## src/rtl/rotate_pipelined_if.sv

```systemverilog
// rotate_pipelined_if -- handshake bundle for the pipelined barrel rotator.
//
// Groups the input-side transfer (in_data, in_amount, optional in_direction,
// in_valid, in_ready) and the output-side transfer (out_data, out_valid,
// out_ready) of rotate_pipelined.
//   master : the producer/consumer environment (drives in_*, out_ready)
//   slave  : the rotator itself (drives in_ready, out_data, out_valid)
//
// Optional feature macro: ROTATE_PIPELINED_DIRECTION_EN adds in_direction
// (0 = rotate left, 1 = rotate right).
interface rotate_pipelined_if #(
  parameter int WIDTH = 8
);
  localparam int AMOUNT_WIDTH = $clog2(WIDTH);

  logic [WIDTH-1:0]        in_data;
  logic [AMOUNT_WIDTH-1:0] in_amount;
`ifdef ROTATE_PIPELINED_DIRECTION_EN
  logic                    in_direction;
`endif
  logic                    in_valid;
  logic                    in_ready;
  logic [WIDTH-1:0]        out_data;
  logic                    out_valid;
  logic                    out_ready;

`ifdef ROTATE_PIPELINED_DIRECTION_EN
  modport master (
    output in_data, in_amount, in_direction, in_valid, out_ready,
    input  in_ready, out_data, out_valid
  );
  modport slave (
    input  in_data, in_amount, in_direction, in_valid, out_ready,
    output in_ready, out_data, out_valid
  );
`else
  modport master (
    output in_data, in_amount, in_valid, out_ready,
    input  in_ready, out_data, out_valid
  );
  modport slave (
    input  in_data, in_amount, in_valid, out_ready,
    output in_ready, out_data, out_valid
  );
`endif
endinterface

```

## src/rtl/rotate_pipelined.sv

```systemverilog
// rotate_pipelined -- valid/ready pipelined barrel rotator.
//
// Rotates in_data by (in_amount mod WIDTH) positions using AMOUNT_WIDTH
// registered stages; stage k rotates by (2^k mod WIDTH) when bit k of the
// carried amount is set. Latency is AMOUNT_WIDTH cycles, throughput one
// transfer per cycle, and stalls collapse bubbles stage by stage.
//
// Ports:
//   clock  : system clock, rising edge
//   resetn : asynchronous active-low reset; empties the pipeline
//   bus    : rotate_pipelined_if.slave (in_data, in_amount, [in_direction],
//            in_valid, in_ready, out_data, out_valid, out_ready)
//
// Optional feature macro: ROTATE_PIPELINED_DIRECTION_EN
//   defined   : in_direction selects left (0) / right (1), latched per transfer
//   undefined : always rotate left, no direction registers
module rotate_pipelined #(
  parameter int WIDTH = 8
) (
  input  logic                 clock,
  input  logic                 resetn,
  rotate_pipelined_if.slave    bus
);
  localparam int AMOUNT_WIDTH = $clog2(WIDTH);
  localparam int STAGES       = AMOUNT_WIDTH;

  // Stage registers
  logic [WIDTH-1:0]        data_reg   [STAGES];
  logic [AMOUNT_WIDTH-1:0] amount_reg [STAGES];
  logic [STAGES-1:0]       valid_reg;
`ifdef ROTATE_PIPELINED_DIRECTION_EN
  logic [STAGES-1:0]       dir_reg;
  logic [STAGES-1:0]       src_dir;
`endif

  // What each stage would capture if it loads this cycle
  logic [WIDTH-1:0]        src_data   [STAGES];
  logic [AMOUNT_WIDTH-1:0] src_amount [STAGES];
  logic [STAGES-1:0]       src_valid;
  logic [WIDTH-1:0]        data_next  [STAGES];

  // load[k]: stage k captures its predecessor this edge.
  // load[STAGES] is the output handshake acceptance.
  logic [STAGES:0]         load;

  generate
    for (genvar gi = 0; gi < STAGES; gi++) begin : g_stage
      // 2^gi < WIDTH for every stage, so the shift is always 1..WIDTH-1
      localparam int SHIFT = (2 ** gi) % WIDTH;
      logic [WIDTH-1:0] rot_left;

      if (gi == 0) begin : g_first
        assign src_data[gi]   = bus.in_data;
        assign src_amount[gi] = bus.in_amount;
        assign src_valid[gi]  = bus.in_valid;
`ifdef ROTATE_PIPELINED_DIRECTION_EN
        assign src_dir[gi]    = bus.in_direction;
`endif
      end else begin : g_rest
        assign src_data[gi]   = data_reg[gi-1];
        assign src_amount[gi] = amount_reg[gi-1];
        assign src_valid[gi]  = valid_reg[gi-1];
`ifdef ROTATE_PIPELINED_DIRECTION_EN
        assign src_dir[gi]    = dir_reg[gi-1];
`endif
      end

      assign rot_left = (src_data[gi] << SHIFT) | (src_data[gi] >> (WIDTH - SHIFT));

`ifdef ROTATE_PIPELINED_DIRECTION_EN
      logic [WIDTH-1:0] rot_right;
      assign rot_right = (src_data[gi] >> SHIFT) | (src_data[gi] << (WIDTH - SHIFT));
      assign data_next[gi] = !src_amount[gi][gi] ? src_data[gi] :
                             (src_dir[gi] ? rot_right : rot_left);
`else
      assign data_next[gi] = src_amount[gi][gi] ? rot_left : src_data[gi];
`endif
    end
  endgenerate

  // Bubble-collapsing load chain, evaluated from the output backwards so
  // in_ready sees out_ready combinationally through every full stage.
  always_comb begin
    load = '0;
    load[STAGES] = bus.out_ready;
    for (int k = STAGES - 1; k >= 0; k--) begin
      load[k] = !valid_reg[k] || load[k+1];
    end
  end

  always_ff @(posedge clock or negedge resetn) begin
    if (!resetn) begin
      valid_reg <= '0;
      for (int k = 0; k < STAGES; k++) begin
        data_reg[k]   <= '0;
        amount_reg[k] <= '0;
      end
`ifdef ROTATE_PIPELINED_DIRECTION_EN
      dir_reg <= '0;
`endif
    end else begin
      for (int k = 0; k < STAGES; k++) begin
        if (load[k]) begin
          valid_reg[k] <= src_valid[k];
          // Payload only moves with a valid item, so an emptied stage keeps
          // its last contents instead of picking up idle-bus values.
          if (src_valid[k]) begin
            data_reg[k]   <= data_next[k];
            amount_reg[k] <= src_amount[k];
`ifdef ROTATE_PIPELINED_DIRECTION_EN
            dir_reg[k]    <= src_dir[k];
`endif
          end
        end
      end
    end
  end

  assign bus.in_ready  = load[0];
  assign bus.out_valid = valid_reg[STAGES-1];
  assign bus.out_data  = data_reg[STAGES-1];

  // The last stage's control fields have no consumer; they are kept so that
  // every stage has the same shape.
  logic unused_tail;
`ifdef ROTATE_PIPELINED_DIRECTION_EN
  assign unused_tail = ^{amount_reg[STAGES-1], dir_reg[STAGES-1]};
`else
  assign unused_tail = ^amount_reg[STAGES-1];
`endif

endmodule

```

## src/flat_wrapper.sv

```systemverilog
// flat-port wrapper written by rule: the top's interface ports become plain ports
module rotate_pipelined_flat 
#(
  parameter int WIDTH = 8
)
  (clock, resetn, bus_in_data, bus_in_amount, bus_in_valid, bus_out_ready, bus_in_ready, bus_out_data, bus_out_valid);
  rotate_pipelined_if #(.WIDTH(WIDTH)) bus_i ();
  input  logic clock;
  input  logic resetn;
  input wire logic [$bits(bus_i.in_data)-1:0] bus_in_data;
  input wire logic [$bits(bus_i.in_amount)-1:0] bus_in_amount;
  input wire logic [$bits(bus_i.in_valid)-1:0] bus_in_valid;
  input wire logic [$bits(bus_i.out_ready)-1:0] bus_out_ready;
  output wire logic [$bits(bus_i.in_ready)-1:0] bus_in_ready;
  output wire logic [$bits(bus_i.out_data)-1:0] bus_out_data;
  output wire logic [$bits(bus_i.out_valid)-1:0] bus_out_valid;
  assign bus_i.in_data = bus_in_data;
  assign bus_i.in_amount = bus_in_amount;
  assign bus_i.in_valid = bus_in_valid;
  assign bus_i.out_ready = bus_out_ready;
  assign bus_in_ready = bus_i.in_ready;
  assign bus_out_data = bus_i.out_data;
  assign bus_out_valid = bus_i.out_valid;
  rotate_pipelined #(.WIDTH(WIDTH)) u_core (.clock(clock), .resetn(resetn), .bus(bus_i));
endmodule
```

## config.mk

```make
export PLATFORM = sky130hd
export DESIGN_NAME = rotate_pipelined_flat
export DESIGN_NICKNAME = d
export VERILOG_FILES = /design/src/rtl/rotate_pipelined_if.sv /design/src/rtl/rotate_pipelined.sv /design/src/flat_wrapper.sv
export SDC_FILE = /design/constraint.sdc
export NUM_CORES = 1
export LEC_CHECK = 0
export ABC_AREA = 1
export ABC_CLOCK_PERIOD_IN_PS = 1650
export CELL_PAD_IN_SITES_DETAIL_PLACEMENT = 2
export CELL_PAD_IN_SITES_GLOBAL_PLACEMENT = 2
export CORE_UTILIZATION = 32
export CTS_CLUSTER_DIAMETER = 30
export DETAILED_ROUTE_END_ITERATION = 8
export GPL_TIMING_DRIVEN = 0
export PLACE_DENSITY_LB_ADDON = 0.1
export REMOVE_ABC_BUFFERS = 1
export SKIP_CTS_REPAIR_TIMING = 1
export SYNTH_ARGS = -nofsm -noshare
export SYNTH_HDL_FRONTEND = slang
export SYNTH_SLANG_ARGS = --single-unit
export TNS_END_PERCENT = 5
```

## constraint.sdc

```tcl
create_clock -name clock -period 1.65 [get_ports clock]
set_input_delay 0.165 -clock clock [delete_from_list [all_inputs] [get_ports clock]]
set_output_delay 0.165 -clock clock [all_outputs]
set_load 0.005 [all_outputs]
```

Word-level counts from Yosys, hierarchy flattened
Index checks and enable logic that the tools add are counted.
{"block": "totals", "reg_bits": 33, "input_bits": 15, "out_inout_bits": 10, "wordCells": 23}
{"block": "classes", "mux": 3, "bitwise": 3, "reduce_logical": 9}
{"op": "8-bit 2-to-1 mux", "count": 3}
{"op": "8-bit by 1-bit bitwise OR with 8-bit output", "count": 1}
{"op": "8-bit by 2-bit bitwise OR with 8-bit output", "count": 1}
{"op": "8-bit by 4-bit bitwise OR with 8-bit output", "count": 1}
{"op": "2-bit AND reduction", "count": 3}
{"op": "1-bit zero test", "count": 3}
{"op": "1-bit logical OR", "count": 3}

Logic depth before layout (Yosys ltp)
Gate-level depths: netlist (run 1).
{"block": "logic_depth", "word_depth": 5, "mapped_depth": 6, "ltp_nobuf": 6}

Worst setup path after synthesis (run 1)
OpenSTA, ideal clock, no wires.
{"block": "synth_path", "path_kind": "reg2reg", "from": "register u_core.valid_reg[2]", "to": "register u_core.data_reg (netlist bit u_core.bus.out_data[0])", "setup_time_ps": 126, "arrival_time_ps": 906, "required_ps": 1524, "setup_slack_ps": 618, "stages_incl_launch_ff": 4, "path_buffers": 1, "synth_period_minus_slack_ps": 1032, "cell_sequence": "dfrtp_1 a21oi_2 buf_4 o21ai_0"}
{"block": "synth_via", "elab_chain_cells": 3}
{"item": "start, declared", "line": "rotate_pipelined.sv:30", "text": "logic [STAGES-1:0] valid_reg;"}
{"item": "start signal, assigned by index", "line": "rotate_pipelined.sv:104", "text": "valid_reg[k] <= src_valid[k];"}
{"item": "1-bit zero test", "line": "rotate_pipelined.sv:87", "text": "load[k] = !valid_reg[k] || load[k+1];"}
{"item": "1-bit logical OR", "line": "rotate_pipelined.sv:87"}
{"item": "2-bit AND reduction (no line)"}
{"item": "end signal, assigned by index", "line": "rotate_pipelined.sv:108", "text": "data_reg[k] <= data_next[k];"}
{"item": "end, declared", "line": "rotate_pipelined.sv:28", "text": "logic [WIDTH-1:0] data_reg [STAGES];"}
No other way between the ends.
A chain may end at the register's enable or synchronous reset.

Worst setup path in the final report (run 1)
{"block": "layout_path", "from": "register u_core.valid_reg[2]", "to": "output port bus_in_ready"}
{"block": "layout_via", "elab_chain_cells": 4}
{"item": "1-bit zero test", "line": "rotate_pipelined.sv:87"}
{"item": "1-bit logical OR (3 in series)", "line": "rotate_pipelined.sv:87"}
{"item": "end, declared", "line": "flat_wrapper.sv:14", "text": "output wire logic [$bits(bus_i.in_ready)-1:0] bus_in_ready;"}
No other way between the ends.

==> impl_results.md, run 1 <==
- Synth Register Bits: 30
- Post-placement worst setup slack: -334 ps
- Area delta synth->final: 21.3%
- Drt drc: 0
- Post-Synth XOR/XNOR Area: 0%
- R2R cell count: 6
- Worst path arrival time: 1470 ps
- Initial Util: 34.2%
- Max-slew violations: 0
- Final Net Count: 241
- Fin Setup TNS: 0 ps
- Average size of a mapped cell: 7.37 um^2
- Final period utilization: 99.2%
- Max reg flops: 16
- DRT iter0 DRCs: 18
- Data required, critical path: 1480 ps
- CTS H-tree lvls: 2
- Largest net degree at the start of global routing: 31
- Hold_sp: bus_in_amount[1]
- CP cell instances: nand4_1, buf_6, clkdlybuf4s50_1
- Fmax: ~0.61 GHz
- Worst Max-Slew Pin Slew: a little under 700 ps
- Number of buffers and inverters on the critical path: 2
- Max cap viols: 0
- Uppermost layer routed: met4
- Synth Area in Simple Gates: a little over a quarter
- WHS Path Cells: 3
- Clock root cell: clkbuf_8
- R2R Path Start: u_core.valid_reg[2]
- Vias in the first global route: 1469
- Sequential area share after synthesis: 49.4%
- Initial antenna violation count: 0
- Final Util: 41.4%
- Gpl congestion: roughly 0.70
- Synthesized cell area: roughly 0.0015 mm^2
- Post-Layout Inst Area: between 0.0015 and 0.002 mm^2
- Mapped Cells: between 200 and 250
- Layout Skew: 4.96 ps
- Chip Height: 70.9 um
- Placed inst area: about 0.0017 mm^2
- Hold_ws: 469 ps
- Run status: finished, final reports clean
- Placeable Area: about 0.0044 mm^2
- Power density cells: 1370 mW/mm^2
- Worst setup EP type: primary output
- Routed vias: between 1000 and 1500
- Diodes inserted: 0
- Rel. slew slack: 54.4%
- Synth cell types: 12
- Peak supply drop: 393 uV
- HP Class: primary input to register
- Max FO, Critical Path: 8
- Total length of routed wires: 3720 um
- Met3 wire length: ~120 um
- Pleak: 0.000931 uW
- TritonRoute pass-1 iters: 6
- Setup CP Type: register to primary output
- Row cnt: 24
- Slowest cell on the critical path: clkdlybuf4s50_1
- CTS tree: built
- Met2 routed WL: approximately 2100 um
- Die X: about 71 um
- Compound-cell area share of the yosys netlist: 9.80%
- CP peak stage delay: slightly above 500 ps
- Drt wl/cell: roughly 13 um
- Hold Path Sink: u_core.amount_reg[7]
- Hold violation count in the final report: 0
- Grt ovf: 0
- Mux contribution to synthesized area: 0%
- Synth Warn #: 0
- M1 wire length: 1450 um
- Worst skew pair latency: 270 ps
- FF-to-FF End: u_core.data_reg[21]
- Type of origin of the critical path: register
- Fin worst setup slack: 12.9 ps
- Die area: 0.00503 mm^2
- Largest family of logic cells by synthesized area: simple AND/OR/NAND/NOR gates
- Clock sink count: 30
- First-pass GRT wire length: 6470 um
- Final setup vio count: 0
- Tmin final: 1640 ps
- Detail Route Antenna Nets: 0
- Ports: 25
- Synth Area in Adders: 0%
- Flop-to-flop setup slack: 250 ps
- Overall fraction of global-route tracks in use: 16.4%
- Post-DP HPWL: 2820 um
- Share of cells above drive strength 1: 7.52%
- Critical path's top delay family: buffers and inverters
- Port Buffers: 24
- Worst-path clk slew: 70 ps
- Clock buffer count from CTS: 5
- Vias per Instance: 4.75
- Max clock buf depth: 2
how the worst max path moves through the flow:
| stage | start | to | depth (start not counted) |
|---|---|---|---|
| finish | u_core.valid_reg[2] | bus_in_ready | 3 |
| floorplan | u_core.valid_reg[2] | u_core.valid_reg[0] | 3 |
| global placement | bus_out_ready | bus_in_ready | 4 |
| CTS | u_core.valid_reg[2] | bus_in_ready | 2 |
| global route | u_core.valid_reg[2] | bus_in_ready | 3 |
| detailed placement | bus_out_ready | u_core.data_reg[21] | 6 |
cells by family (layout without fill, tap and decap cells):
family          count (synthesis)  after routing
simple gates                  105            105
flops                          30             30
compound gates                 29             29
buf+inv                        42             62
metrics by stage:
step | instances | total power [uW]
detailed placement | 264 | 1970
floorplan | 188 | 1550
global placement | 264 | 1880
global route | 278 | 2740
CTS | 271 | 2520
finish | 278 | 2520
layer usage:
metal	vias up	global-route usage, %
li1	658	-
met1	631	17.2
met2	26	32.2
met3	5	3.42
met4	0	5.33
met5	-	0
synth_stat cells:
library cell  count  area, um^2
a21oi_2           1        8.76
buf_2             6        30.0
buf_4            11        82.6
clkbuf_1          1        3.75
dfrtp_1          30         751
inv_1            24        90.1
nand2_1          92         345
nand2_2           1        6.26
nand3_1          11        55.1
nand4_1           1        6.26
o21ai_0          26         130
o21ai_1           2        10.0
power breakdown:
group,switching [uW],internal [uW],leakage (uW)
Clock,262,282,0.0000438
Combinational,405,399,0.000514
Sequential,194,974,0.000373
worst min-delay path: cells and delay by family:
kind,cells,cell delay (ps)
buf+inv,1,400
simple gates,2,140
placed cells by master (no fill, tap or decap), drive strengths merged:
cell / netlist / routed
a21oi: 1 / 1
buf: 17 / 7
clkbuf: 1 / 5
clkdlybuf4s50: 0 / 23
clkinv: 0 / 2
dfrtp: 30 / 30
dlygate4sd3: 0 / 1
inv: 24 / 24
nand2: 93 / 93
nand3: 11 / 11
nand4: 1 / 1
o21ai: 28 / 28
layout make-up:
cell class | instances | area, um^2
fill | 523 | 2600
inverter | 24 | 90.1
multi-input combinational | 134 | 562
timing repair buffer | 31 | 294
sequential | 30 | 752
clock inverter | 2 | 10.0
clock buffer | 5 | 68.8
tap | 52 | 65.1
Power figures use the tool's default switching activity.
==> inputs of run 2 (changes only) <==
--- a/config.mk
+++ b/config.mk
@@ -6,7 +6,7 @@
 export NUM_CORES = 1
 export LEC_CHECK = 0
 export ABC_AREA = 1
-export ABC_CLOCK_PERIOD_IN_PS = 1650
+export ABC_CLOCK_PERIOD_IN_PS = 2000
 export CELL_PAD_IN_SITES_DETAIL_PLACEMENT = 2
 export CELL_PAD_IN_SITES_GLOBAL_PLACEMENT = 2
 export CORE_UTILIZATION = 32
==> constraint.sdc (replaced) <==
create_clock -name clock -period 2 [get_ports clock]
set_input_delay 0.2 -clock clock [delete_from_list [all_inputs] [get_ports clock]]
set_output_delay 0.2 -clock clock [all_outputs]
set_load 0.005 [all_outputs]
==> impl_results.md, run 2 (same netlist as run 1, synthesis figures left out) <==
- Most frequent cells in the layout: nand2_1 (92), dfrtp_1 (30), o21ai_0 (26)
- Clock root cell: clkbuf_8
- Worst-path clk slew: around 70 ps
- Diodes inserted: 0
- Rel. slew slack: 54.4%
- Initial Util: between 30% and 40%
- Type of origin of the critical path: register
- Max reg flops: 16
- Commonest non-fill, non-tap cell in the layout: nand2_1
- Share of cells above drive strength 1: 6.28%
- Worst setup EP type: primary output
- Placeable Area: 0.00444 mm^2
- HP Class: primary input to async pin
- Max-slew violations: 0
- RSZ-0062 raised after global routing: false
- Initial antenna violation count: 0
- Ports: 25
- Max FO, Critical Path: 9
- Vias per Instance: 4.77
- Gpl congestion: around 0.70
- R2R cell count: 6
- Overall fraction of global-route tracks in use: 16.4%
- Largest net degree at the start of global routing: 31
- Fin worst setup slack: around 290 ps
- Failing checks: DRC, hold timing
- Fill cells: ~530
- Tmin final: around 1700 ps
- Setup CP Type: register to primary output
- Area delta synth->final: 19.3%
- Detail Route Antenna Nets: 0
- Final period utilization: 85.5%
- Worst skew pair latency: 270 ps
- CTS tree: built
- Layout Skew: 5.89 ps
- Clock sink count: 30
- Cells after DPL: 264
- Fmax: 0.585 GHz
- DRT iter0 DRCs: 20
- Drt drc: 6
- Max clock buf depth: 2
- First-pass GRT wire length: about 6500 um
- Final Util: around two fifths
- Total length of routed wires: 3660 um
- Final setup vio count: 0
- Grt ovf: 0
- Hold violation count in the final report: 30
- Port Buffers: 24
- Pleak: roughly 0.00092 uW
- Power density cells: 1130 mW/mm^2
- Filler-free cell count of the finished design: 275
- Worst path arrival time: 1510 ps
- Data required, critical path: 1800 ps
- Hold_ws: -37.2 ps
- Chip Height: approximately 71 um
- Max cap viols: 0
- Final Net Count: 238
- CTS H-tree lvls: 2
- Peak supply drop: 325 uV
- Vias in the first global route: 1469
- Routed vias: about 1300
- Final Power: ~2100 uW
- Post-DP HPWL: 2820 um
- Drt wl/cell: ~13 um
- Worst Max-Slew Pin Slew: 684 ps
- TritonRoute pass-1 iters: 6
- Die X: slightly above 70 um
- Post-placement worst setup slack: -19.3 ps
- Run status: finished, violations left
- Row cnt: 24
- Clock buffer count from CTS: 5
- Die area: 0.00503 mm^2
-- run 2: final timing paths --
check                                      from                endpoint  slack [ps]
min in group clock         u_core.amount_reg[8]    u_core.amount_reg[5]         480
max                         u_core.valid_reg[2]            bus_in_ready         290
max in group asynchronous                resetn    u_core.amount_reg[5]        1590
max reg2reg                 u_core.valid_reg[2]     u_core.data_reg[21]         560
min                                      resetn  u_core.bus.out_data[7]         -40
min reg2reg                u_core.amount_reg[8]    u_core.amount_reg[5]         480
-- run 2: report_power, final --
part	internal (uW)	switching, uW	total [uW]
clock network	233	217	450
registers	802	163	965
logic	316	325	641
total	1350	704	2060
-- run 2: area by class of cell --
cell class / count / area [um^2] / share of cell area [%]
Sequential cell: 30 / 751 / 41.4
Multi-Input combinational cell: 134 / 562 / 31.0
Timing Repair Buffer: 28 / 265 / 14.6
Inverter: 24 / 90.1 / 4.97
Clock buffer: 5 / 68.8 / 3.80
Tap cell: 52 / 65.1 / 3.59
Clock inverter: 2 / 10.0 / 0.552
-- run 2: worst max-delay path, cell delays in order (launching register included) --
cell and delay [ps]:
dfrtp_1 440, nand4_1 110, buf_4 170, clkdlybuf4s50_1 520
-- run 2: stage by stage --
step | hold WS [ps] | cell area [um^2] | TNS [ps]
CTS | 478 | 1790 | -49.3
global route | 8.53 | 1810 | 0
floorplan | -95.6 | 1400 | 0
detailed placement | 465 | 1710 | -21.0
global placement | 462 | 1710 | 0
finish | -37.2 | 1810 | 0
-- run 2: layer usage --
| layer | vias to the layer above | wire length, um | track usage [%] |
|---|---|---|---|
| li1 | 652 | - | - |
| met1 | 628 | 1430 | 17.2 |
| met2 | 26 | 2070 | 32.2 |
| met3 | 5 | 121 | 3.42 |
| met4 | 0 | 42 | 5.33 |
| met5 | - | 0 | 0 |
==> inputs of run 3 (changes only) <==
--- a/config.mk
+++ b/config.mk
@@ -13,7 +13,7 @@
 export CTS_CLUSTER_DIAMETER = 30
 export DETAILED_ROUTE_END_ITERATION = 8
 export GPL_TIMING_DRIVEN = 0
-export PLACE_DENSITY_LB_ADDON = 0.1
+export PLACE_DENSITY = 0.94
 export REMOVE_ABC_BUFFERS = 1
 export SKIP_CTS_REPAIR_TIMING = 1
 export SYNTH_ARGS = -nofsm -noshare
==> impl_results.md, run 3 (same netlist as run 1, synthesis figures left out) <==
- R2R cell count: 6
- Final setup vio count: 0
- Run status: finished, violations left
- Ports: 25
- Max-slew violations: 0
- Vias in the first global route: 1419
- Routed vias: 1265
- Clock buffer count from CTS: 5
- Chip Height: slightly above 70 um
- Rel. slew slack: 56.0%
- Max FO, Critical Path: 10
- Data required, critical path: 1800 ps
- Drt drc: 2
- Worst skew pair latency: 280 ps
- Pleak: 0.000912 uW
- Logic pwr share: just over 30%
- WP depth: 5
- Final Net Count: 238
- Drt wl/cell: about 12 um
- Fin Setup TNS: 0 ps
- Layout Skew: 3.09 ps
- Critical path's top delay family: buffers and inverters
- RSZ-0062 raised after global routing: false
- Fin worst setup slack: ~290 ps
- Worst-path clk slew: 60 ps
- Most used cell, CP: clkdlybuf4s50_1
- DRT iter0 DRCs: 70
- CTS H-tree lvls: 2
- Commonest non-fill, non-tap cell in the layout: nand2_1
- First-pass GRT wire length: 6120 um
- Setup CP Type: primary input to primary output
- Share of cells above drive strength 1: approximately 5.4%
- CP peak stage delay: 510 ps
- Diodes inserted: 0
- Vias per Instance: 4.60
- Peak supply drop: 248 uV
- Hold_ws: -49.9 ps
- Switch Pwr: 695 uW
- Area delta synth->final: 19.1%
- Most frequent cells in the layout: nand2_1 (92), dfrtp_1 (30), o21ai_0 (26)
- Gpl congestion: 0.706
- Reg power frac: ~47%
- Tmin final: 1710 ps
- Largest net degree at the start of global routing: 31
- Worst path arrival time: 1510 ps
- Placeable Area: 0.00444 mm^2
- CTS tree: built
- Overall fraction of global-route tracks in use: 15.7%
- Detail Route Antenna Nets: 0
- Worst setup EP type: primary output
- CP cell instances: clkdlybuf4s50_1, inv_1, nand4_1, buf_4, clkdlybuf4s50_1
- Pint: 1360 uW
- Fmax: 0.584 GHz
- Max clock buf depth: 2
- Power density cells: 1130 mW/mm^2
- Failing checks: DRC, hold timing
- Port Buffers: 24
- Clock root cell: clkbuf_8
- Max reg flops: 16
- Type of origin of the critical path: primary input
- HP Class: primary input to async pin
- Die X: 70.9 um
- Row cnt: 24
- Final period utilization: 85.7%
- Clock network power share: 21.9%
- Switching share of power: between 30% and 40%
- Post-placement worst setup slack: between 15 and 20 ps
- Grt ovf: 0
- Slowest cell on the critical path: clkdlybuf4s50_1
- Die area: 0.00503 mm^2
- TritonRoute pass-1 iters: 8
- Clock sink count: 30
- Initial antenna violation count: 0
- Number of buffers and inverters on the critical path: 4
- Initial Util: 34.2%
- Hold violation count in the final report: 30
- Post-DP HPWL: 2440 um
- Total length of routed wires: 3390 um
- Worst Max-Slew Pin Slew: 660 ps
- Max cap viols: 0
[run 3: cell count changes in the layout (fill, tap and decap cells not counted), sizes merged]
cell / change
clkinv: -2
clkbuf: +2
[run 3: worst paths after layout]
path,startpoint,endpoint,slack (ps)
max,bus_out_ready,bus_in_ready,290
max in group asynchronous,resetn,u_core.amount_reg[5],1620
max reg2reg,u_core.valid_reg[2],u_core.amount_reg[7],640
min reg2reg,u_core.data_reg[21],u_core.data_reg[21],480
min in group clock,u_core.data_reg[21],u_core.data_reg[21],480
min,resetn,u_core.valid_reg[2],-50
[run 3: worst register-to-register path, delay by kind of cell, from the launching register on]
kind,cells,cell delay (ps)
buffers and inverters,2,320
AND/OR/NAND/NOR,4,560
flip-flops,1,420
[run 3: power by group through the flow]
stage               Combinational [uW]  Sequential (uW)  Clock, uW
floorplan                          326              950          0
global placement                   591              959          0
detailed placement                 628              982          0
CTS                                639              977        476
global route                       742             1000        496
finish                             636              968        449
[run 3: layer usage]
metal | track usage [%] | vias up | part of all wire [%]
met3 | 4.27 | 7 | 3.5
met4 | 6.00 | 0 | 1.9
met1 | 16.7 | 578 | 41
li1 | - | 652 | -
met2 | 29.5 | 28 | 54
met5 | 0 | - | 0
[run 3: cell type report]
type | instances | area, um^2
Clock buffer | 7 | 76.3
Sequential cell | 30 | 751
Multi-Input combinational cell | 134 | 562
Inverter | 24 | 90.1
Tap cell | 52 | 65.1
Fill cell | 536 | 2640
Timing Repair Buffer | 28 | 265
[run 3: metrics by stage]
step | total power (uW) | cells | util [%] | area (um^2) | hold WS, ps
after floorplan | 1280 | 188 | - | 1400 | -95.6
after global placement | 1550 | 264 | 38.4 | 1710 | 457
after detailed placement | 1610 | 264 | 38.4 | 1710 | 464
after global routing | 2240 | 275 | 40.7 | 1810 | 6.32
after CTS | 2090 | 271 | 40.1 | 1780 | 483
final | 2050 | 275 | 40.7 | 1810 | -49.9
==> variant 1, RTL diff (config.mk and constraints of run 1) <==
`WIDTH` is set to 8 in 3 places; all go to 4.
--- a/src/rtl/rotate_pipelined_if.sv
+++ b/src/rtl/rotate_pipelined_if.sv
@@ -10,5 +10,5 @@
 // (0 = rotate left, 1 = rotate right).
 interface rotate_pipelined_if #(
-  parameter int WIDTH = 8
+  parameter int WIDTH = 4
 );
   localparam int AMOUNT_WIDTH = $clog2(WIDTH);
--- a/src/rtl/rotate_pipelined.sv
+++ b/src/rtl/rotate_pipelined.sv
@@ -16,5 +16,5 @@
 //   undefined : always rotate left, no direction registers
 module rotate_pipelined #(
-  parameter int WIDTH = 8
+  parameter int WIDTH = 4
 ) (
   input  logic                 clock,
--- a/src/flat_wrapper.sv
+++ b/src/flat_wrapper.sv
@@ -2,5 +2,5 @@
 module rotate_pipelined_flat 
 #(
-  parameter int WIDTH = 8
+  parameter int WIDTH = 4
 )
   (clock, resetn, bus_in_data, bus_in_amount, bus_in_valid, bus_out_ready, bus_in_ready, bus_out_data, bus_out_valid);
Ports: changed (resized bus_in_amount, bus_in_data and bus_out_data); port bits go from 25 to 16. The function was not compared with the original's and may differ.
==> variant 1 against run 1 <==
  * Worst setup slack better by 0.12 ns
  * Power shrank 69%
  * Highest routed layer unchanged
  * Cell area decreased by 60%
  * Routed wire length fell by 68%
  * Critical path depth decreased by 1
  * Sequential share of layout area fell by 3.2 points
  * Sequential cell count decreased by 19
  * Count of clock-buffer cells in the layout down 1
  * Final cell count is 62% lower
  * Area after synthesis fell by 62%
==> variant 1: results (changes against run 1) <==
[final_layout]
final_nets = 101  ; -58%
nFillCells = 199  ; -62%
drive_above_1_share_pct = 7.78  ; +0.26 points
antenna_cells = 0  ; unchanged

[global_route]
antenna_found_initial = 0  ; unchanged
grt_pass1_wl_mm = 2.04  ; -68%
grt_max_degree = 12  ; -61%
grt_usage_pct = 15.1  ; -1.3 points
grt_pass1_vias = 491  ; -67%

[yosys]
synth_warnings = 0  ; unchanged
synth_cell_types = 11  ; -1
seq_area_frac_synth_pct = 48.2  ; -1.2 points
yosys-top-cells-area = dfrtp_1 48%, nand2_1 27%, buf_4 5.3%
yosys-top-cells-count = 41 x nand2_1, 11 x dfrtp_1, 6 x inv_1, 5 x nand3_1
async_reset_ff_share_pct = 100  ; unchanged

[worst_hold_path]
hp-class = in2async

[placed_design]
place_area_sq_um = 706  ; -59%
hpwl_um = 947  ; -66%
port_buffers = 15  ; -38%
gp_congestion = 0.672  ; -4.5%

[timing]
tightest_slew_ns = 0.510  ; -0.175 ns
worst_clock_skew_ns = 0.00410  ; -0.000863 ns

[setup_path]
crit_fanout = 8  ; unchanged
cp_slowest_stage_delay_ns = 0.52
rrSetupSlack_ns = 0.72  ; +0.47 ns
slowest_stage = clkdlybuf4s50_1
cp.arrival_ns = 1.35  ; -0.12 ns
worst-r2r-cell-count = 5  ; -1

[routing]
viasPerCell = 4.86  ; +2.3%
routed_wl_mm = 1.18  ; -68%
drt-pass1-iter-count = 6  ; unchanged
drtIter0Drc = 4  ; -14

[clock_tree]
cts_made_buffers = 3  ; -2
clk_latency_ns = 0.26
htreeDepth = 1  ; -1
root_buffer = clkbuf_4
cts_buffer_depth = 2  ; unchanged
cts.reportedPaths.clkPinSlew_ns = 0.07  ; about the same

[outcome]
outcome = completed

[power_and_ir_drop]
p_leak_uw = 0.000384  ; -59%
irDropWorstVdd_v = 0.000515  ; +31%

variant 1: worst paths after layout:
kind                                        startpoint                     end
worst max-delay path               u_core.valid_reg[1]            bus_in_ready
worst max register to register     u_core.valid_reg[1]  u_core.bus.out_data[0]
max in group asynchronous                       resetn     u_core.valid_reg[0]
worst min register to register  u_core.bus.out_data[0]  u_core.bus.out_data[0]
worst min-delay path                            resetn  u_core.bus.out_data[3]
min in group clock              u_core.bus.out_data[0]  u_core.bus.out_data[0]
variant 1: logic make-up after synthesis:
group,synth area share (%)
DFF,48.2
buffers and inverters,10.7
and+or+nand+nor,37.5
AOI/OAI and AO/OA,3.51
variant 1: cell type report:
cell class | instances | area, sq um | area share [%]
Sequential cell | 11 | 275 | 37.6
Multi-Input combinational cell | 53 | 234 | 32.0
Timing Repair Buffer | 15 | 150 | 20.5
Clock buffer | 4 | 26.3 | 3.59
Inverter | 7 | 26.3 | 3.59
Tap cell | 16 | 20.0 | 2.74
variant 1: where the power goes:
part / leakage [uW] / switching [uW] / internal (uW)
combinational: 0.000233 / 99.0 / 127
sequential: 0.000136 / 45.0 / 328
clock: 0.0000150 / 85.6 / 93.4
total: 0.000384 / 230 / 548
variant 1: critical path: cells and delay by family, from the launching register on:
kind / cells / cell delay (ns)
buffers and inverters: 1 / 0.52
DFF: 1 / 0.42
and+or+nand+nor: 1 / 0.15
variant 1: layer usage:
layer  global-route usage, %  share of wire [%]  vias to the layer above  wire length (um)
li1                        -                  -                      256                 -
met1                    14.8                 41                      241               486
met2                    27.1                 54                       16               632
met3                    4.90                4.5                        2                53
met4                    9.09               0.68                        0                 8
met5                       0                  0                        -                 0
variant 1: metrics by stage:
stage | hold slack [ns] | setup slack, ns | cells
after floorplan | -0.131 | 0.804 | 71
final | 0.239 | 0.131 | 106
after global placement | 0.461 | 0.162 | 102
after detailed placement | 0.466 | 0.158 | 102
after global routing | 0.249 | 0.0647 | 106
after CTS | 0.237 | 0.105 | 106
==> variant 2, RTL diff (flow settings as in run 1) <==
Made on the original files. Make the reset (`resetn`) synchronous in one clocked block. Comments in the files are not updated.
--- a/src/rtl/rotate_pipelined.sv
+++ b/src/rtl/rotate_pipelined.sv
@@ -89,5 +89,5 @@
   end
 
-  always_ff @(posedge clock or negedge resetn) begin
+  always_ff @(posedge clock) begin
     if (!resetn) begin
       valid_reg <= '0;
Behaviour: differs if resetn is asserted again (counterexample within 4 cycles, from zero or initial values and one cycle with resetn low); with resetn held inactive, the same outputs for 10 cycles.
==> variant 2 against run 1 <==
  * Sequential cell count unchanged
  * Clock skew about the same
  * Cell area down 7.5%
  * Synthesized cell count down 45%
  * Worst setup slack better by 0.16 ns
  * Worst hold slack better by 0.042 ns
  * Via count down 35%
  * Routed wire length down 33%
  * Area after synthesis down 6.9%
  * Count of clock-buffer cells in the layout unchanged
  * Critical endpoint unchanged
  * Largest cell class unchanged
Power is not compared: it rests on default switching activity, and its combinational part moved more than twofold at a synthesized area within 25%.
==> variant 2: results (changes against run 1) <==
[outcome]
outcome = completed

[clock_tree]
htreeDepth = 2  ; unchanged
clk_latency_ns = 0.28
cts_buffer_depth = 2  ; unchanged
cts.reportedPaths.clkPinSlew_ns = 0.06
cts_made_buffers = 5  ; unchanged
root_buffer = clkbuf_8

[timing]
worst_slack_ns = 0.178  ; +0.165 ns
worst_clock_skew_ns = 0.00516  ; +0.000201 ns
maxSlewHeadroom_pct = 70.7  ; +16 points
worst_hold_slack_ns = 0.511  ; +0.0417 ns

[placed_design]
place_area_sq_um = 1620  ; -5.2%
dp_cells = 174  ; -34%
pre_cts_ws_ns = -0.0370  ; +0.297 ns
gp_congestion = 0.690  ; -2.0%
port_buffers = 24  ; unchanged
hpwl_mm = 1.96  ; -30%

[yosys]
synth_mux_area_share_pct = 17.0  ; +17 points
yosys-top-cells-count = 27 x edfxtp_1, 26 x nor2_1, 24 x mux2i_1, 8 x buf_4, 6 x nand2_1
synthAdderAreaFrac_pct = 0  ; unchanged
synthCells = 113  ; -45%
seq_area_frac_synth_pct = 61.6  ; +12 points
synth_cell_types = 16  ; +4
async_reset_ff_share_pct = 0  ; -100 points
yosys-top-cells-area = edfxtp_1 57%, mux2i_1 17%, nor2_1 6.9%
synth_edf_count = 27  ; +27
synth_compound_area_share_pct = 1.06  ; -8.7 points

[setup_path]
rrSetupSlack_ns = 0.27  ; +0.02 ns
cp_slowest_stage_delay_ns = 0.47  ; -0.04 ns
slowest_stage = clkdlybuf4s50_1
crit_fanout = 4  ; -4
cp.arrival_ns = 1.31  ; -0.16 ns
crit_family = buffers and inverters
cp-startpoint = u_core.valid_reg[2]
worst-r2r-cell-count = 5  ; -1
reg2reg_to = u_core.data_reg[0][17]

[routing]
num_vias = 854  ; -35%
routed_wl_mm = 2.50  ; -33%
drtIter0Drc = 29  ; +11
drt-pass1-iter-count = 2  ; -4

[global_route]
grt_pass1_vias = 932  ; -37%
grt_usage_pct = 12.7  ; -3.7 points
grt_pass1_wl_mm = 4.05  ; -37%
grt_max_degree = 28  ; -9.7%

[worst_hold_path]
hold_path_depth = 3  ; unchanged
worstHoldStart = bus_in_valid
min_to = u_core.valid_reg[0]
hp-class = in2reg

[final_layout]
fin_cells = 182  ; -35%
final_nets = 146  ; -39%
largest_register_ffs = 24  ; +8
drive_above_1_share_pct = 9.09  ; +1.6 points

[power_and_ir_drop]
p_leak_uw = 0.000675

variant 2: cell count changes in the layout (fill, tap and decap cells not counted), moves of 2 or more:
cell             run 1  this run
nand3_1             11         1
nand2_1             92         6
a21oi_1              0         3
mux2i_1              0        24
o21ai_1              2         0
nor2_1               0        26
inv_1               24         5
dfrtp_1             29         0
edfxtp_1             0        27
dfxtp_1              0         3
buf_4                5         0
o21ai_0             26         0
variant 2: cell type report:
cell class	instances	area [sq um]
clock buffer	5	68.8
multi-input combinational	65	427
fill	423	2410
timing repair buffer	24	240
clock inverter	3	16.3
sequential	30	871
inverter	5	18.8
tap	50	62.6
variant 2: power groups by stage:
stage,clock [uW],sequential (uW),combinational (uW)
final,556,936,192
after global routing,597,944,215
after CTS,574,938,197
after detailed placement,0,954,196
after global placement,0,947,187
after floorplan,0,944,95.1
variant 2: metal layers:
layer  wire length, um  GRT usage (%)
met2              1430           25.1
met5                 0              0
met3               126           4.50
met4                37           6.25
met1               907           10.9
